`config.mk`:
```
export PLATFORM = sky130hd
export DESIGN_NAME = apb_rm
export DESIGN_NICKNAME = d
export VERILOG_FILES = /design/src/rtl/spi_tb_top.sv
export SDC_FILE = /design/constraint.sdc
export NUM_CORES = 1
export LEC_CHECK = 0
export CAP_MARGIN = 20
export CORE_MARGIN = 3
export CORE_UTILIZATION = 30
export DETAILED_ROUTE_END_ITERATION = 10
export PLACE_DENSITY = 0.51
export SYNTH_ARGS = -nofsm -noshare
export SYNTH_HDL_FRONTEND = slang
export SYNTH_SLANG_ARGS = --single-unit
```
`constraint.sdc`:
```
create_clock -name clk -period 8.1 [get_ports clk]
set_clock_uncertainty 0.05 [all_clocks]
set_input_delay 2.43 -clock clk [delete_from_list [all_inputs] [get_ports clk]]
set_output_delay 2.43 -clock clk [all_outputs]
set_load 0.05 [all_outputs]
```
`src/rtl/spi_tb_top.sv`:
```
// SPI mode-0 slave that decodes 48-bit LSB-first frames into single APB
// transfers against an internal word-addressed register map.
module apb_rm #(
  parameter int ADDR_W  = 20,
  parameter int DATA_W  = 16,
  parameter bit USE_MEM = 1'b0
) (
  input  logic              clk,
  input  logic              psel,
  input  logic              penable,
  input  logic              pwrite,
  input  logic [ADDR_W-1:0] paddr,
  input  logic [DATA_W-1:0] pwdata,
  output logic [DATA_W-1:0] prdata,
  output logic              pready,
  output logic              pslverr
);
  assign pready  = psel & penable;
  assign pslverr = 1'b0;

  generate
    if (USE_MEM) begin : g_full
      logic [DATA_W-1:0] mem [2**ADDR_W];
      always_ff @(posedge clk) begin
        if (pready && pwrite) mem[paddr] <= pwdata;
      end
      assign prdata = mem[paddr];
    end else begin : g_small
      // Only words 0..31 exist; everything above reads 0 and drops writes.
      logic [DATA_W-1:0] mem [32];
      logic              hit;
      assign hit = (paddr[ADDR_W-1:5] == '0);
      always_ff @(posedge clk) begin
        if (pready && pwrite && hit) mem[paddr[4:0]] <= pwdata;
      end
      assign prdata = hit ? mem[paddr[4:0]] : '0;
    end
  endgenerate
endmodule


```
# ---- After elaboration in Yosys (flattened, before gate mapping)
# Memories as Yosys holds them, arrays and structs flattened.
# Cells that the tools add are included.
dict set report word_totals {
  register_bits 0
  ram_bits 512
  input_bits 40
  output_inout_bits 18
  wordCells 8
  memories 1
}
dict set report classes {
  mux 3
  bitwise_logic 1
  reduce_logical 3
}
# name words width read_ports rd_clocked_by_memory_dff write_ports line
set memory_table {}
lappend memory_table {g_small.mem 32 16 1 0 1 30} ;# logic [DATA_W-1:0] mem [32];
# cell count
set op_table {}
lappend op_table {{$mux W16} 1}
lappend op_table {{$logic_not A15 Y1} 1}
lappend op_table {{$logic_and A1 B1 Y1} 2}
lappend op_table {{$mux W1} 2}
lappend op_table {{$and A1 B1 Y1} 1}

# ---- Logic depth before layout (Yosys ltp)
dict set report logic_depth {
  depth_word 5
  depth_mapped 7
  depth_no_buf 4
}

# ---- Worst setup path before layout
# Ideal clock, no wire load.
dict set report synth_timing {
  path_type {input -> output}
  startpoint {input paddr[0]}
  endpoint {output prdata[14]}
  arrival_ns 4.340
  required_ns 5.620
  setup_slack_ns 1.280
  cell_stages 7
  n_path_buf 3
  cell_sequence {buf_6 -> or4_1 -> buf_2 -> buf_6 -> o22ai_1 -> nor4_1 -> a21oi_1}
}
dict set report synth_between {
  elab_chain_len 2
}
# item line
set synth_lines {}
lappend synth_lines {{start, declared} 12} ;# input logic [ADDR_W-1:0] paddr,
lappend synth_lines {{$mem_v2 Z32 W16} --}
lappend synth_lines {{$mux W16} 36} ;# assign prdata = hit ? mem[paddr[4:0]] : '0;
lappend synth_lines {{end, declared} 14} ;# output logic [DATA_W-1:0] prdata,
# No other way between the ends.

# ---- Final worst setup path
dict set report layout_timing {
  startpoint {input paddr[2]}
  endpoint {output prdata[10]}
}
# Same word-level chain as after synthesis.

==> results.ini <==
[placed_design]
globalplace.congestion = 0.7985
hpwlAfterDp_microns = 30690
placed_cell_area_sq_mm = 0.02205
io_buffers = 56

[floorplanning]
die_w_microns = 263.3
rows = 93
start_util_pct = 30.58
die_h_microns = 263.3
ioPinCount = 58
fp.coreArea_sq_mm = 0.06493
die-area_sq_mm = 0.06932

[yosys]
netlist_top_cells_area = edfxtp_1 (77%), mux2i_1 (13%), o22ai_1 (4.0%)
synth_top_family_by_area = multiplexers
synth_warnings = 0
yosys.area_share.simple_pct = 3.321
synth_fa_ha_area_share_pct = 0
syn_nets = 1121
ys_seq_area_share_pct = 77.42
synth-xor-area-share_pct = 0
muxShareOfSynthArea_pct = 12.90
netlist_instances = 1081
synth_compound_area_share_pct = 4.436
synthTopCellsByCount = edfxtp_1 (512), mux2i_1 (256), o22ai_1 (128)
synth.most_common_cell = edfxtp_1
syn_avg_cell_area_sq_um = 18.37
synthArstFlopShare_pct = 0
synth_area_sq_mm = 0.01986
synth_top_area_cell = edfxtp_1
synth_top_area_share_pct = 77.42
ys_types = 29
synth_seq_cells = 512
synth_top_flop_cell = edfxtp_1
synth_edf_count = 512

[sta]
setup_viol = 0
finalSetupTns_ns = 0
hold_violations = 0
rsz0062_at_grt = no
whs_ns = 2.524
drv_slew = 0
max_freq_ghz = 0.1299
maxSlewHeadroom_pct = 29.39
fin_crit_ns = 7.699
timing.final.crit_share_pct = 95.05
worstMarginPinSlew_ns = 1.056

[clock_network]
postCtsResizedCells = 0
htree_num_levels = 2
cts_setup_buffers = 0
hold_buffers = 0
cts-buffers-inserted = 53
clk_pin_slew_worst_paths_ns = 0.06
cts_tree = yes
clock-sinks = 512
clk_path_buf_depth = 3
cts_root_buf = clkbuf_16

[drt]
remaining_drc_errors = 0
drt_iter0_markers = 813
ant_nets = 0
num_vias = 10336
routedWlPerCell_microns = 23.60
routed_wl_microns = 49820
first_pass_iters = 5
vias_per_cell = 4.896

[worst_setup_path]
worstPathRequired_ns = 5.62
slowest_delay_ns = 0.98
end_kind = output pin
cp_max_fo = 16
slowest_stage = or4_1
path_cells = clkdlybuf4s50_1 > or4_1 > o22ai_1 > nor4_1 > a21oi_1 > buf_12
worstSetupPathType = in2out
cp.arrival_ns = 5.22
startpoint_type = input port

[pwr]
powerDensity_mw_per_mm2 = 225.9
irDropWorstVdd_uv = 138.2
report.power.total_w = 0.005408
power.leakage_nw = 8.079

[cells_and_area]
reg_top3 = g_small.mem (512)
drive_gt1_share_pct = 16.27
top_register = g_small.mem
nNetsFinal = 1251
postLayoutCellArea_sq_mm = 0.02394
largest_reg_flops = 512
multi_input_area_sq_mm = 0.004169
n_fill_cell = 5976
seqCellArea_sq_mm = 0.01537
syn2layout_area_growth_pct = 20.53

[grt]
grt_pass1_wl_microns = 72460
grt.total_usage_pct = 14.23
grt_pass1_vias = 10379
grt_max_degree = 73
antenna_found_initial = 6
overflow = 0

[flow_run]
cap_violations = 0

[hold_path]
hp-class = in2reg

[outcome]
status = finished clean

[kinds of logic after synthesis]
family / count (synthesis)
DFF: 512
muxes: 256
AOI/OAI and AO/OA: 144
and+or+nand+nor: 101
buffers and inverters: 67
other: 1
[worst paths after layout]
check                  from                      endpoint  cells after the start
setup / recovery   paddr[2]                    prdata[10]                      6
hold / removal    pwdata[9]  g_small.mem[26][9]$_DFFE_PP_                      1
[layout by cell type (no fill, tap or decap), drive strengths merged]
master         instances
edfxtp               512
and2                   1
inv                    1
and4                   1
nand4                  3
and3                   1
or4                    1
nand3b                 2
conb                   1
mux2i                256
nand3                  1
clkinvlp               1
or3                    1
buf                  101
or3b                   2
or4b                   5
clkbuf                71
nand4b                 6
clkdlybuf4s50         39
nor4                  35
o22ai                128
bufinv                 1
clkinv                26
nand2                  2
nor2                  29
nand4bb                6
nor3                   5
a21oi                 16
diode                  2
[per-stage QoR]
step / instances / setup WS [ns] / util [%]
after global placement: 1993 / 0.4931 / 33.73
after floorplan: 1081 / 1.280 / -
after global routing: 2109 / 0.2653 / 36.86
after detailed placement: 1999 / 0.4558 / 33.96
final: 2111 / 0.4006 / 36.86
after CTS: 2097 / 0.4280 / 36.44
[per-layer routing]
layer  up-vias  share of wire [%]  track usage (%)
met1      5310                 45            19.13
li1       4686                  -                -
met3        69                6.5            3.570
met2       265                 47            22.88
met5         -              0.072                0
met4         6                2.0            4.038
[cell type report]
cell class | instances | share of cell area, %
Timing Repair Buffer | 142 | 7.146
Tap cell | 855 | 4.469
Antenna cell | 2 | 0.02091
Sequential cell | 512 | 64.23
Clock buffer | 69 | 5.970
Clock inverter | 29 | 0.7423
Multi-Input combinational cell | 502 | 17.42
[report_power, final]
group	internal (W)	total [W]	switching, W
Combinational	0.000100	0.000240	0.000140
Sequential	0.00291	0.00291	0.000000000178
Clock	0.00127	0.00225	0.000981
[worst max-delay path: cells and delay by family]
kind / cells / cell delay, ns
AO/OA/AOI/OAI: 2 / 0.85
AND/OR/NAND/NOR: 2 / 1.08
buffers and inverters: 2 / 0.83
(Power assumes the default switching activity.)
